$ cat config.mk
export PLATFORM = sky130hd
export DESIGN_NAME = jt12_kon_array_flat
export DESIGN_NICKNAME = d
export VERILOG_FILES = /design/src/rtl/jt12_kon_array_if.sv /design/src/rtl/jt12_kon_array.sv /design/src/flat_wrapper.sv
export SDC_FILE = /design/constraint.sdc
export NUM_CORES = 1
export LEC_CHECK = 0
export ABC_AREA = 1
export BUFFER_PORTS_ARGS = -buffer_cell sky130_fd_sc_hd__buf_2
export CAP_MARGIN = 40
export CORE_UTILIZATION = 60
export DETAILED_ROUTE_END_ITERATION = 12
export GPL_TIMING_DRIVEN = 1
export HOLD_SLACK_MARGIN = 0.12
export PLACE_DENSITY_LB_ADDON = 0.05
export REMOVE_ABC_BUFFERS = 1
export SLEW_MARGIN = 0
export SYNTH_ARGS = -nofsm -noshare
export SYNTH_HDL_FRONTEND = slang
export SYNTH_SLANG_ARGS = --single-unit
$ cat constraint.sdc
create_clock -name clk -period 6.2 [get_ports clk]
set_input_delay 0.31 -clock clk [delete_from_list [all_inputs] [get_ports clk]]
set_output_delay 0.31 -clock clk [all_outputs]
set_load 0.01 [all_outputs]
$ cat src/rtl/jt12_kon_array_if.sv
// Key-on block interface: register-side key-on writes, slot counter, CSM controls, key-state outputs.
// Latency: none, wiring only.
// Backpressure: none; the slot stream advances on clk_en and cannot be stalled.
interface jt12_kon_array_if #(
    parameter int CHW = 3
);
    logic           clk_en;
    logic [CHW-1:0] cur_ch;
    logic [1:0]     cur_op;
    logic [CHW-1:0] keyon_ch;
    logic [3:0]     keyon_op;
    logic           up_keyon;
    logic           csm;
    logic           overflow_A;
    logic [CHW-1:0] status_ch;
    logic           keyon_I;
    logic           kon_edge;
    logic           koff_edge;
    logic [3:0]     status_op;

    // Driver side: register interface, slot counter and timer.
    modport master (
        output clk_en, cur_ch, cur_op, keyon_ch, keyon_op, up_keyon,
               csm, overflow_A, status_ch,
        input  keyon_I, kon_edge, koff_edge, status_op
    );

    // Key-on block side.
    modport slave (
        input  clk_en, cur_ch, cur_op, keyon_ch, keyon_op, up_keyon,
               csm, overflow_A, status_ch,
        output keyon_I, kon_edge, koff_edge, status_op
    );
endinterface

$ cat src/rtl/jt12_kon_array.sv
// Per-slot key-on state array with CPU writes, CSM key-on from timer A, and key edge pulses.
// Latency: key state and edges are registered on the clk_en edge that samples the slot; status_op 1 clk.
// Backpressure: none; optional status readback is built only when JT12_KON_STATUS_EN is defined.
module jt12_kon_array #(
    parameter int             CHW    = 3,
    parameter logic [CHW-1:0] CSM_CH = CHW'(2)
) (
    input logic                clk,
    input logic                rst,
    jt12_kon_array_if.slave    bus
);
    localparam int SW    = CHW + 2;
    localparam int NSLOT = 4 << CHW;

    logic [NSLOT-1:0] r_kreg;
    logic [NSLOT-1:0] r_pst;
    logic             r_ovf_pend;
    logic [SW-1:0]    r_ovf_slot;
    logic             r_keyon_I;
    logic             r_kon_edge;
    logic             r_koff_edge;
    logic [3:0]       r_status_op;

    logic [SW-1:0]    w_slot;
    logic             w_wbit;
    logic             w_hit;
    logic             w_kreg_next;
    logic             w_csm_force;
    logic             w_eff;
    logic             w_pst;

    assign w_slot      = {bus.cur_ch, bus.cur_op};
    assign w_hit       = bus.up_keyon && (bus.keyon_ch == bus.cur_ch);
    // A write hitting the slot being read wins over the stored bit.
    assign w_kreg_next = w_hit ? w_wbit : r_kreg[w_slot];
    assign w_csm_force = bus.csm && (bus.cur_ch == CSM_CH) && r_ovf_pend;
    assign w_eff       = w_kreg_next | w_csm_force;
    assign w_pst       = r_pst[w_slot];

    // Slot order is S1,S3,S2,S4 while the key-on byte is {S4,S3,S2,S1}.
    always_comb begin
        w_wbit = 1'b0;
        case (bus.cur_op)
            2'd0:    w_wbit = bus.keyon_op[0];
            2'd1:    w_wbit = bus.keyon_op[2];
            2'd2:    w_wbit = bus.keyon_op[1];
            default: w_wbit = bus.keyon_op[3];
        endcase
    end

    // Slot-rate state: key array, previous-state array, CSM capture and key outputs.
    always_ff @(posedge clk or posedge rst) begin
        if (rst) begin
            r_kreg      <= '0;
            r_pst       <= '0;
            r_ovf_pend  <= 1'b0;
            r_ovf_slot  <= '0;
            r_keyon_I   <= 1'b0;
            r_kon_edge  <= 1'b0;
            r_koff_edge <= 1'b0;
        end else if (bus.clk_en) begin
            if (w_hit) begin
                r_kreg[w_slot] <= w_wbit;
            end
            r_pst[w_slot] <= w_eff;
            r_keyon_I     <= w_eff;
            r_kon_edge    <= w_eff & ~w_pst;
            r_koff_edge   <= ~w_eff & w_pst;
            // A new overflow re-arms the window; otherwise it closes one sweep after capture.
            if (bus.overflow_A) begin
                r_ovf_pend <= 1'b1;
                r_ovf_slot <= w_slot;
            end else if (w_slot == r_ovf_slot) begin
                r_ovf_pend <= 1'b0;
            end
        end
    end

`ifdef JT12_KON_STATUS_EN
    // Status readback of the stored key bits, repacked to {S4,S3,S2,S1}; CSM forcing is not visible here.
    always_ff @(posedge clk or posedge rst) begin
        if (rst) begin
            r_status_op <= 4'b0;
        end else begin
            r_status_op <= {r_kreg[{bus.status_ch, 2'd3}],
                            r_kreg[{bus.status_ch, 2'd1}],
                            r_kreg[{bus.status_ch, 2'd2}],
                            r_kreg[{bus.status_ch, 2'd0}]};
        end
    end
`else
    logic w_unused_status;
    assign w_unused_status = ^bus.status_ch;
    assign r_status_op     = 4'b0;
`endif

    assign bus.keyon_I   = r_keyon_I;
    assign bus.kon_edge  = r_kon_edge;
    assign bus.koff_edge = r_koff_edge;
    assign bus.status_op = r_status_op;
endmodule

$ cat src/flat_wrapper.sv
// flat-port wrapper written by rule: the top's interface ports become plain ports
module jt12_kon_array_flat 
#(
    parameter int             CHW    = 3,
    parameter logic [CHW-1:0] CSM_CH = CHW'(2)
)
  (clk, rst, bus_clk_en, bus_cur_ch, bus_cur_op, bus_keyon_ch, bus_keyon_op, bus_up_keyon, bus_csm, bus_overflow_A, bus_status_ch, bus_keyon_I, bus_kon_edge, bus_koff_edge, bus_status_op);
  jt12_kon_array_if #(.CHW(CHW)) bus_i ();
  input logic clk;
  input logic rst;
  input wire logic [$bits(bus_i.clk_en)-1:0] bus_clk_en;
  input wire logic [$bits(bus_i.cur_ch)-1:0] bus_cur_ch;
  input wire logic [$bits(bus_i.cur_op)-1:0] bus_cur_op;
  input wire logic [$bits(bus_i.keyon_ch)-1:0] bus_keyon_ch;
  input wire logic [$bits(bus_i.keyon_op)-1:0] bus_keyon_op;
  input wire logic [$bits(bus_i.up_keyon)-1:0] bus_up_keyon;
  input wire logic [$bits(bus_i.csm)-1:0] bus_csm;
  input wire logic [$bits(bus_i.overflow_A)-1:0] bus_overflow_A;
  input wire logic [$bits(bus_i.status_ch)-1:0] bus_status_ch;
  output wire logic [$bits(bus_i.keyon_I)-1:0] bus_keyon_I;
  output wire logic [$bits(bus_i.kon_edge)-1:0] bus_kon_edge;
  output wire logic [$bits(bus_i.koff_edge)-1:0] bus_koff_edge;
  output wire logic [$bits(bus_i.status_op)-1:0] bus_status_op;
  assign bus_i.clk_en = bus_clk_en;
  assign bus_i.cur_ch = bus_cur_ch;
  assign bus_i.cur_op = bus_cur_op;
  assign bus_i.keyon_ch = bus_keyon_ch;
  assign bus_i.keyon_op = bus_keyon_op;
  assign bus_i.up_keyon = bus_up_keyon;
  assign bus_i.csm = bus_csm;
  assign bus_i.overflow_A = bus_overflow_A;
  assign bus_i.status_ch = bus_status_ch;
  assign bus_keyon_I = bus_i.keyon_I;
  assign bus_kon_edge = bus_i.kon_edge;
  assign bus_koff_edge = bus_i.koff_edge;
  assign bus_status_op = bus_i.status_op;
  jt12_kon_array #(.CHW(CHW), .CSM_CH(CSM_CH)) u_core (.clk(clk), .rst(rst), .bus(bus_i));
endmodule
==> results of run 1 <==
-- logic make-up (layout without fill, tap and decap cells) --
kind of cell / after synthesis / after routing / synth area share [%]
DFF: 73 / 73 / 47.4
other: 1 / 4 / 0.0973
AOI/OAI and AO/OA: 90 / 90 / 12.7
xor gates and xnor gates: 3 / 3 / 0.682
buffers and inverters: 57 / 73 / 7.76
and+or+nand+nor: 313 / 313 / 31.4
-- placed cells by master (no fill, tap or decap) --
cell type and n:
buf_2 20, clkinv_2 1, conb_1 4, a31oi_2 1, nand2_1 229, a21oi_2 1, inv_1 26, nand2_2 2
clkbuf_1 4, nand3_1 2, dfrtp_1 73, o21ai_0 57, nor2_2 1, dlygate4sd3_1 1, buf_6 1, o22ai_1 2
nor2_4 1, nand4_1 3, xnor2_1 1, buf_8 1, inv_4 1, buf_4 2, nor3_1 8, a21oi_1 9
o21ai_1 2, a211oi_1 1, clkbuf_8 9, a31oi_1 17, buf_12 1, inv_2 6, nor2_1 67, xor2_1 2
-- synth_stat cells (all sizes together) --
| master | number | area share (%) |
|---|---|---|
| conb | 1 | 0.097 |
| a211oi | 1 | 0.19 |
| xnor2 | 1 | 0.23 |
| nand3 | 2 | 0.26 |
| inv | 33 | 3.3 |
| dfrtp | 73 | 47 |
| nor3 | 8 | 1.0 |
| xor2 | 2 | 0.45 |
| a31oi | 18 | 3.1 |
| o21ai | 59 | 7.7 |
| nor2 | 69 | 7.0 |
| clkbuf | 5 | 0.49 |
| o22ai | 2 | 0.32 |
| buf | 19 | 4.0 |
| nand2 | 231 | 23 |
| nand4 | 3 | 0.49 |
| a21oi | 10 | 1.4 |
-- power groups by stage --
stage	Clock [mW]	Combinational, mW	Sequential [mW]
floorplan	0	0.125	0.573
global placement	0	0.172	0.576
detailed placement	0	0.182	0.580
CTS	0.307	0.183	0.571
global route	0.324	0.212	0.578
finish	0.301	0.184	0.571
-- worst max-delay path: cells and delay by family --
family,cells,cell delay [ns]
buffers and inverters,2,0.86
AOI/OAI and AO/OA,1,0.10
and+or+nand+nor,11,1.48
-- metal layers --
| metal | up-vias | share of wire (%) | track usage [%] |
|---|---|---|---|
| met1 | 1603 | 45 | 42.5 |
| li1 | 1729 | - | - |
| met2 | 128 | 47 | 49.8 |
| met3 | 17 | 6.3 | 4.18 |
| met4 | 0 | 1.5 | 13.3 |
| met5 | - | 0 | 0 |
-- final timing paths --
kind,from,endpoint,slack (ns),cells after the start
min in group asynchronous,rst,u_core.r_kreg[28],0.61,4
max,bus_cur_op[0],u_core.r_pst[20],3.65,14
min,bus_clk_en,u_core.bus.keyon_I,0.27,3
min reg2reg,u_core.r_ovf_pend,u_core.r_ovf_pend,0.48,2
max reg2reg,u_core.r_kreg[15],u_core.r_pst[20],4.15,12
max in group asynchronous,rst,u_core.r_kreg[16],5.03,5
-- registers in the layout, indices dropped and copies added, names as in the netlist --
name / flops
u_core.r_ovf_pend: 1
u_core.r_kreg: 32
u_core.bus.keyon_I: 1
u_core.bus.koff_edge: 1
u_core.r_ovf_slot: 5
u_core.r_pst: 32
u_core.bus.kon_edge: 1
-- per-stage QoR --
| step | util (%) | power [mW] | cells | area [µm²] |
|---|---|---|---|---|
| finish | 67.7 | 1.06 | 631 | 4100 |
| global route | 67.7 | 1.11 | 631 | 4100 |
| CTS | 67.7 | 1.06 | 631 | 4100 |
| detailed placement | 65.1 | 0.761 | 616 | 3950 |
| global placement | 64.4 | 0.748 | 613 | 3900 |
| floorplan | - | 0.697 | 516 | 3690 |
-- cell type report --
| type | count | area share (%) |
|---|---|---|
| multi-input combinational | 410 | 42.4 |
| inverter | 33 | 3.08 |
| tap | 75 | 2.29 |
| sequential | 73 | 44.5 |
| clock inverter | 1 | 0.122 |
| timing repair buffer | 26 | 4.18 |
| clock buffer | 13 | 3.39 |
-- what timing repair did --
item	4_1_cts	5_1_grt
endpoints found under the setup margin	0	0
setup buffers	0	0
endpoints found under the hold margin	31	0
hold buffers	1	0
==> results by group, run 1 <==
Die
  – Initial Utilization: 63.6%
  – Core area: 6060 µm²
  – Row count: 28
  – Die width: slightly above 80 µm
  – Die Y: 82.1 µm
  – I/O Pins: 28
  – Total die area: 6750 µm²

Power
  – Sw Share: 29.4%
  – Flop pwr share: 54.1%
  – PwrDens: 258 nW/µm²
  – VDD IR max: 0.000169 V
  – Pint: 746 µW
  – Comb pwr share: between 10% and 20%
  – Clock network fraction of total power: between 20 and 30%
  – Switching pwr: 310 µW
  – Pleak: 1.98 nW

Place
  – Routability Congestion: 0.855
  – PortBufs: 20
  – DP Worst Slack: 3.36 ns
  – Hpwl dp: 6100 µm

Global routing
  – First-pass GRT wire length: 15,300 µm
  – Vias in the first global route: 3,147
  – Total GRT Usage: a little over 30%
  – Remaining global-route overflow: 0
  – Largest net degree at the start of global routing: 43
  – Antenna violations before repair: 0

Clock tree
  – Later-pin clock latency in the skew report: roughly 0.34 ns
  – Maximum clock path buffer count: 2
  – CTS H-tree lvls: 3
  – CTS Sinks: 73
  – Num CTS Buffers: 9
  – # resized after CTS: 0
  – TritonCTS clock tree: built
  – CTS root buf: clkbuf_8
  – Clk slew on worst S/H paths: 0.07 ns

Layout
  – Footprint of the multi-input gates: about 1700 µm²
  – # diodes: 0
  – Area Growth Syn to Fin: 6.43%
  – Reg area: between 1500 and 2000 µm²
  – Fraction of layout cells with a size suffix above 1: 8.63%
  – Fillers: roughly 530
  – Nets@finish: 574

Worst setup path
  – Crit path DAT: 2.76 ns
  – CP most frequent cell: nand2_1
  – Crit-path max cell delay: 0.61 ns
  – Slowest CP cell: buf_2
  – CP Launch Type: input port
  – Worst Path Max Fanout: 37
  – WP data required: 6.42 ns
  – CP cell instances: buf_2 > inv_4 > nand2_1 > nand2_1 > nand2_1 > nand2_1 > nand2_1 > nand2_1 > nor2_1 > nand2_1 > nand2_2 > nand2_2 > nand2_1 > o21ai_0
  – CP Capture Type: flip-flop
  – CP Class: input port to flip-flop

Routing
  – WL final: 9230 µm
  – DRC Markers: 0
  – Wire per inst: ~15 µm
  – Detail Route Antenna Nets: 0
  – Via count: about 3,500
  – DR pass1 iterations: 5
  – Iteration-0 DRC Markers: 280
  – Via density: 5.51

Min path
  – Hold WC Path Type: input port to flip-flop

Yosys
  – Avg Cell Area, Syn: 7.18 µm²
  – Mapped Area: 3850 µm²
  – Count of different cell masters after synthesis: 27
  – Synth warn: 0
  – Cells after synthesis: 537
  – Synthesis-stage register bit count: 73
  – Sequential cell area fraction in the yosys report: a little under half

STA
  – Slew headroom: 47.0%
  – Final setup vio count: 0
  – TNS Setup: 0 ns
  – Fmax: 393 MHz
  – Clock Skew: about 0.0043 ns
  – RSZ-0062 raised after global routing: no
  – Worst Hold Slack: 0.272 ns
  – Max Slew Vio Count: 0
  – Tightest Pin Transition: just under 0.8 ns
  – Tmin final: 2.55 ns
  – Post-route clock period utilization: around 41%
  – Final hold vios: 0
  – Setup WS post-layout: 3.65 ns

Status
  – Status: completed

Flow run
  – Max Cap Viol: 0
(Power assumes the default switching activity.)
==> inputs of run 2 (changes only) <==
==> constraint.sdc (replaced) <==
create_clock -name clk -period 2.65 [get_ports clk]
set_input_delay 0.1325 -clock clk [delete_from_list [all_inputs] [get_ports clk]]
set_output_delay 0.1325 -clock clk [all_outputs]
set_load 0.01 [all_outputs]
==> run 2 against run 1 <==
Net effect: utilization rose by 2.6 points; clock power grew to 3.5 times the previous value; via count grew 2.8%; sequential power rose by 130%; final cell count grew 1.6%; design area grew 3.8%; setup slack got worse by 2.8 ns; routed wire length rose by 7.3%; sequential cell count unchanged; global-route usage rose by 1.7 points; critical path depth fell by 2; clock skew is 0.0026 ns higher; largest cell class unchanged.
==> results by group, run 2 (synthesis results as in run 1) <==
Die
  – Initial Utilization: 63.6% (unchanged)
  – Total die area: 6750 µm² (unchanged)
  – Core area: 6060 µm² (unchanged)
  – Die width: 82.1 µm (unchanged)
  – Row count: 28 (unchanged)
  – Die Y: 82.1 µm (unchanged)
  – I/O Pins: 28 (unchanged)

Worst setup path
  – Worst R2R Path Depth: 12 (unchanged)
  – CP Launch Type: flip-flop
  – CP Class: flip-flop to flip-flop
  – Critical Path Start: u_core.r_kreg[21]
  – Crit-path max cell delay: 0.38 ns (-0.23 ns)
  – Crit path DAT: 2.04 ns (-0.72 ns)
  – WP data required: 2.87 ns (-3.55 ns)
  – Reg-to-reg critical path startpoint: u_core.r_kreg[21]
  – Worst R2R Setup Slack: 0.83 ns (-3.32 ns)
  – CP Capture Type: flip-flop
  – CP most frequent cell: nand2_1
  – Worst reg2reg path endpoint: u_core.r_pst[28]
  – CP cell instances: nand2_1 > nand2_1 > nand2_1 > nand2_1 > nand2_1 > nand2_1 > nor2_1 > nand2_1 > nand2_2 > nand2_2 > nand2_1 > o21ai_0
  – Worst Path Max Fanout: 16 (-57%)
  – Slowest CP cell: dfrtp_1

Clock tree
  – CTS root buf: clkbuf_8
  – Num CTS Buffers: 9 (unchanged)
  – Later-pin clock latency in the skew report: 0.35 ns (about the same)
  – Maximum clock path buffer count: 2 (unchanged)
  – CTS Sinks: 73 (unchanged)
  – Clk slew on worst S/H paths: 0.08 ns (about the same)
  – CTS H-tree lvls: 3 (unchanged)
  – TritonCTS clock tree: built

Routing
  – DR pass1 iterations: 5 (unchanged)
  – WL final: 9910 µm (+7.3%)
  – Via density: 5.58 (+1.2%)
  – Wire per inst: 15.5 µm (+5.6%)
  – Detail Route Antenna Nets: 0 (unchanged)
  – Iteration-0 DRC Markers: 326 (+16%)
  – Via count: 3,576 (+2.8%)
  – DRC Markers: 0 (unchanged)

Power
  – Sw Share: 28.1% (-1.3 points)
  – Flop pwr share: 47.0% (-7.1 points)
  – Switching pwr: 800 µW (+160%)
  – Pleak: 2.06 nW (+4.0%)
  – PwrDens: 668 nW/µm² (+160%)
  – Clock network fraction of total power: 37.4% (+8.9 points)
  – Comb pwr share: 15.7% (-1.7 points)
  – Pint: 2.05 mW (+170%)
  – VDD IR max: 0.000452 V (+170%)

Layout
  – Final design utilization: 70.3% (+2.6 points)
  – Nets@finish: 582 (+1.4%)
  – Regs by FF count: u_core.r_kreg x32, u_core.r_pst x32, u_core.r_ovf_slot x5
  – Commonest non-fill, non-tap cell in the layout: nand2_1
  – Area Growth Syn to Fin: 10.5%
  – Commonest non-fill, non-tap cells in the layout: nand2_1 (229), dfrtp_1 (73), nor2_1 (67)
  – # diodes: 0 (unchanged)
  – Fraction of layout cells with a size suffix above 1: 10.8% (+2.1 points)

STA
  – Tightest Pin Transition: 0.700 ns (-0.0950 ns)
  – Max Slew Vio Count: 0 (unchanged)
  – Final setup vio count: 0 (unchanged)
  – Worst Hold Slack: 0.188 ns (-0.0845 ns)
  – Final hold vios: 0 (unchanged)
  – Clock Skew: 0.00691 ns (+0.00264 ns)
  – RSZ-0062 raised after global routing: no
  – Fmax: between 500 and 600 MHz
  – Slew headroom: 53.3% (+6.3 points)
  – Tmin final: roughly 1.8 ns
  – Post-route clock period utilization: approximately 69%
  – TNS Setup: 0 ns (unchanged)

Global routing
  – Total GRT Usage: 32.8% (+1.7 points)
  – Antenna violations before repair: 0 (unchanged)
  – Remaining global-route overflow: 0 (unchanged)
  – First-pass GRT wire length: 16,000 µm (+5.0%)
  – Vias in the first global route: 3,375 (+7.2%)
  – Largest net degree at the start of global routing: 44 (+2.3%)

Min path
  – Worst hold stages: 3 (unchanged)
  – End of the worst hold path: u_core.r_ovf_pend
  – Hold WC Path Type: input port to flip-flop
  – Hold path start: bus_overflow_A

Place
  – Routability Congestion: 0.909 (+6.3%)
  – PortBufs: 20 (unchanged)
  – Hpwl dp: 6370 µm (+4.5%)

Status
  – Status: completed

Flow run
  – Max Cap Viol: 0 (unchanged)
==> run 2: changes by cell type in the layout (fill, tap and decap cells not counted), moves of 2 or more <==
cell        delta
clkinvlp_4     +2
bufinv_16      +3
buf_4          +8
clkbuf_1       -4
==> run 2: through the flow <==
step	setup WS, ns	area, µm²	instances	power [mW]
4_1_cts	0.905	4260	641	2.85
3_3_place_gp	0.240	3980	622	1.77
2_1_floorplan	0.471	3690	516	1.63
5_1_grt	0.713	4260	641	2.98
6_report	0.829	4260	641	2.85
3_5_place_dp	0.590	4000	623	1.79
==> run 2: power by group through the flow <==
stage          combinational (mW)  clock (mW)  sequential [mW]
2_1_floorplan               0.292           0             1.34
3_3_place_gp                0.419           0             1.35
3_5_place_dp                0.436           0             1.36
4_1_cts                     0.441        1.08             1.34
5_1_grt                     0.508        1.12             1.35
6_report                    0.446        1.06             1.34
==> run 2: area by class of cell <==
| cell class | count | area [µm²] |
|---|---|---|
| sequential | 73 | 1830 |
| fill | 516 | 1800 |
| multi-input combinational | 410 | 1740 |
| timing repair buffer | 34 | 230 |
| inverter | 33 | 126 |
| clock buffer | 9 | 124 |
| clock inverter | 7 | 119 |
| tap | 75 | 93.8 |
==> run 2: what timing repair did <==
item / 4_1_cts / 5_1_grt
hold buffers: 2 / 0
hold endpoints to repair: 33 / 0
buffers inserted: 0 / 0
gates resized for setup: 0 / 0
==> run 2: worst max path at each step <==
stage / endpoint / cells past startpoint
6_report: u_core.r_pst[28] / 12
5_1_grt: u_core.r_pst[16] / 12
4_1_cts: u_core.r_pst[28] / 12
3_5_place_dp: u_core.r_pst[28] / 14
3_3_place_gp: u_core.r_pst[20] / 10
2_1_floorplan: u_core.r_pst[11] / 10
==> run 2: worst max-delay path: cells and delay by family, from the launching register on <==
kind | cells | cell delay, ns
flops | 1 | 0.38
simple gates | 11 | 1.18
compound gates | 1 | 0.11
==> run 2: per-layer routing <==
metal  share of wire, %  up-vias  GRT usage (%)
met1                 42     1637           42.9
met2                 46      167           51.3
li1                   -     1737              -
met5                  0        -              0
met4                2.9        0           16.8
met3                8.7       35           6.92
==> inputs of run 3 (changes only) <==
--- a/config.mk
+++ b/config.mk
@@ -5,7 +5,7 @@
 export SDC_FILE = /design/constraint.sdc
 export NUM_CORES = 1
 export LEC_CHECK = 0
-export ABC_AREA = 1
+export ABC_AREA = 0
 export BUFFER_PORTS_ARGS = -buffer_cell sky130_fd_sc_hd__buf_2
 export CAP_MARGIN = 40
 export CORE_UTILIZATION = 60
==> constraint.sdc (replaced) <==
create_clock -name clk -period 1.7 [get_ports clk]
set_input_delay 0.085 -clock clk [delete_from_list [all_inputs] [get_ports clk]]
set_output_delay 0.085 -clock clk [all_outputs]
set_load 0.01 [all_outputs]
==> run 3 against run 2 <==
Net effect: the run now ends with negative setup slack left; global-route usage down 4.0 points; critical path depth fell by 4; non-clock buffer count increased by 40; clock skew rose by 0.0020 ns; register-to-register slack got worse by 1.1 ns; hold slack worse by 0.037 ns; combinational power grew 88%; setup slack lost 1.1 ns; largest power group unchanged.
==> results by group, run 3 <==
Worst setup path
  – Crit path DAT: 2.20 ns (+0.16 ns)
  – Critical path depth: 8 (-4)
  – Worst R2R Path Depth: 8 (-4)
  – Worst Path Buf+Inv: 2 (+2)
  – CP delay by family, top: multiplexers
  – Slowest CP cell: mux4_2
  – CP cell instances: mux4_2 > and4_4 > a21oi_2 > nand3_2 > o22ai_4 > buf_12 > clkbuf_16 > o31ai_1
  – CP Launch Type: flip-flop
  – CP Class: flip-flop to flip-flop
  – Crit-path max cell delay: 0.46 ns (+0.08 ns)
  – CP Capture Type: flip-flop
  – Worst Path Max Fanout: 8 (-8)
  – WP data required: 1.94 ns (-0.93 ns)

STA
  – RSZ-0062 raised after global routing: yes
  – Final hold vios: 0 (unchanged)
  – Tmin final: 1.97 ns (+0.147 ns)
  – Max Slew Vio Count: 0 (unchanged)
  – Final setup vio count: 35 (+35)
  – Fmax: 508 MHz (-7.5%)
  – Setup WS post-layout: -0.268 ns (-1.10 ns)
  – TNS Setup: -8.52 ns (-8.52 ns)
  – Clock Skew: 0.00891 ns (+0.00200 ns)
  – Worst Hold Slack: 0.151 ns (-0.0366 ns)
  – Post-route clock period utilization: 116% (+47 points)

Min path
  – Worst hold stages: 3 (unchanged)
  – Hold WC Path Type: input port to flip-flop

Clock tree
  – CTS root buf: clkbuf_8
  – CTS Sinks: 73 (unchanged)
  – Clk slew on worst S/H paths: 0.08 ns (about the same)
  – CTS H-tree lvls: 3 (unchanged)
  – TritonCTS clock tree: built
  – Num CTS Buffers: 9 (unchanged)
  – Maximum clock path buffer count: 2 (unchanged)
  – Later-pin clock latency in the skew report: 0.35 ns (about the same)

Place
  – Placed Area: 4320 µm² (+8.1%)
  – Hpwl dp: 6150 µm (-3.5%)
  – PortBufs: 20 (unchanged)
  – Placed insts: 463 (-26%)
  – DP Worst Slack: -0.343 ns (-0.933 ns)
  – Routability Congestion: 0.809 (-11%)

Yosys
  – Post-Synth Simple-Gate Area: 10.6% (-21 points)
  – Synth Area in Compound Gates: 15.8% (+3.1 points)
  – Synthesis-stage register bit count: 73 (unchanged)
  – Post-synthesis xor/xnor area fraction: 1.77% (+1.1 points)
  – Post-synth EDFFs: 0 (unchanged)
  – Sequential cell area fraction in the yosys report: 46.3% (-1.1 points)
  – Post-synth top cells: dfrtp_1 (73), mux2_2 (36), nor2_1 (36), o21ai_0 (36), o31ai_1 (23)
  – Multiplexer area fraction after synthesis: 19.3% (+19 points)
  – Area share of the largest cell type after synthesis: 46.3% (-1.1 points)
  – Top-count cell post-synth: dfrtp_1
  – Largest family of logic cells by synthesized area: multiplexers
  – Top cells by area, synth: dfrtp_1 (46%), mux2_2 (10%), o21ai_0 (4.6%)
  – Avg Cell Area, Syn: 11.1 µm² (+55%)
  – Synth Area in Adders: 0% (unchanged)
  – Cells after synthesis: 355 (-34%)
  – Ys async rst share: 100% (unchanged)
  – Synth warn: 0 (unchanged)
  – Synth Flop Type: dfrtp_1
  – Cell accounting for the most synthesized area: dfrtp_1
  – Count of different cell masters after synthesis: 48 (+78%)
  – Mapped Area: 3950 µm² (+2.4%)

Layout
  – Commonest non-fill, non-tap cell in the layout: dfrtp_1
  – Final design utilization: 75.2% (+4.9 points)
  – Commonest non-fill, non-tap cells in the layout: dfrtp_1 (73), buf_4 (43), mux2_2 (36), o21ai_0 (36), nor2_1 (36)
  – Fin area: 4770 µm² (+12%)
  – Fraction of layout cells with a size suffix above 1: 40.5% (+30 points)
  – Regs by FF count: u_core.r_kreg x32, u_core.r_pst x32, u_core.r_ovf_slot x5
  – Non-filler instance count after layout: 487 (-24%)
  – Nets@finish: 426 (-27%)
  – # diodes: 0 (unchanged)
  – Area Growth Syn to Fin: 20.9%

Status
  – Failing checks: negative setup slack
  – Status: finished, violations left

Global routing
  – Total GRT Usage: 28.8% (-4.0 points)
  – Antenna violations before repair: 0 (unchanged)
  – Largest net degree at the start of global routing: 74 (+68%)
  – Remaining global-route overflow: 0 (unchanged)
  – First-pass GRT wire length: 15,400 µm (-4.1%)
  – Vias in the first global route: 2,964 (-12%)

Power
  – Overall power: 4.34 mW (+52%)
  – PwrDens: 909 nW/µm² (+36%)
  – Pleak: 2.15 nW (+4.3%)
  – VDD IR max: 0.000675 V (+49%)

Die
  – Total die area: 6910 µm² (+2.4%)
  – Initial Utilization: 62.2% (-1.4 points)
  – Die Y: 83.1 µm (+1.2%)
  – Row count: 29 (+3.6%)
  – Die width: 83.1 µm (+1.2%)
  – Core area: 6350 µm² (+4.8%)
  – I/O Pins: 28 (unchanged)

Flow run
  – Max Cap Viol: 0 (unchanged)

Routing
  – WL final: 9300 µm (-6.1%)
  – Wire per inst: 19.1 µm (+24%)
  – Via density: 6.13 (+9.8%)
  – Iteration-0 DRC Markers: 207 (-37%)
  – DRC Markers: 0 (unchanged)
  – Detail Route Antenna Nets: 0 (unchanged)
  – Via count: 2,983 (-17%)
  – DR pass1 iterations: 4 (-1)
[run 3: cell types whose count changed in the layout (fill, tap and decap cells not counted), moves of 20 or more]
cell,delta
mux2_2,+36
o21ai_0,-21
nand2_1,-218
buf_4,+33
nor2_1,-31
o31ai_2,+25
inv_1,-20
[run 3: logic make-up (layout without fill, tap and decap cells)]
| family | after synthesis | in the layout |
|---|---|---|
| other | 1 | 4 |
| buffers and inverters | 45 | 97 |
| XOR/XNOR | 8 | 8 |
| AO/OA/AOI/OAI | 84 | 84 |
| AND/OR/NAND/NOR | 83 | 83 |
| flip-flops | 73 | 73 |
| multiplexers | 61 | 61 |
[run 3: where the power goes]
part / internal, mW / leakage (nW) / total [mW] / switching [mW]
Clock: 0.825 / 0.109 / 1.49 / 0.669
Combinational: 0.408 / 1.06 / 0.838 / 0.430
Sequential: 1.91 / 0.978 / 2.00 / 0.0886
Total: 3.15 / 2.15 / 4.34 / 1.19
[run 3: timing repair]
item,CTS,global route
hold buffers,2,0
pin swaps,1,2
setup endpoints to repair,35,35
cloned,1,4
endpoints found under the hold margin,74,0
gates resized for setup,2,16
buffers inserted,0,1
[run 3: worst reg2reg max path, stage by stage (launching register included)]
cell and delay, ns:
dfrtp_1 0.39, mux4_2 0.46, and4_4 0.18, a21oi_2 0.11, nand3_2 0.11, o22ai_4 0.21, buf_12 0.17, clkbuf_16 0.17
o31ai_1 0.06
[run 3: final timing paths]
kind | end | slack (ns) | startpoint
worst max-delay path | u_core.r_pst[0] | -0.27 | u_core.r_kreg[29]
worst min-delay path | u_core.r_ovf_pend | 0.15 | bus_overflow_A
worst max register to register | u_core.r_pst[0] | -0.27 | u_core.r_kreg[29]
worst min register to register | u_core.bus.kon_edge | 0.50 | u_core.bus.kon_edge
max in group asynchronous | u_core.r_kreg[16] | 1.05 | rst
min in group asynchronous | u_core.r_pst[29] | 0.37 | rst
[run 3: cell type report]
type | count | area, µm²
well taps | 77 | 96.3
clock inverters | 7 | 95.1
flip-flops and latches | 73 | 1830
clock buffers | 9 | 124
fillers | 460 | 1580
multi-input cells | 240 | 1970
repair buffers | 74 | 637
inverters | 7 | 26.3
[run 3: metal layers]
| layer | up-vias | track usage (%) | part of all wire [%] |
|---|---|---|---|
| met3 | 14 | 6.76 | 4.9 |
| met4 | 0 | 9.72 | 1.7 |
| met5 | - | 0 | 0 |
| met1 | 1497 | 40.6 | 45 |
| li1 | 1391 | - | - |
| met2 | 81 | 44.3 | 48 |
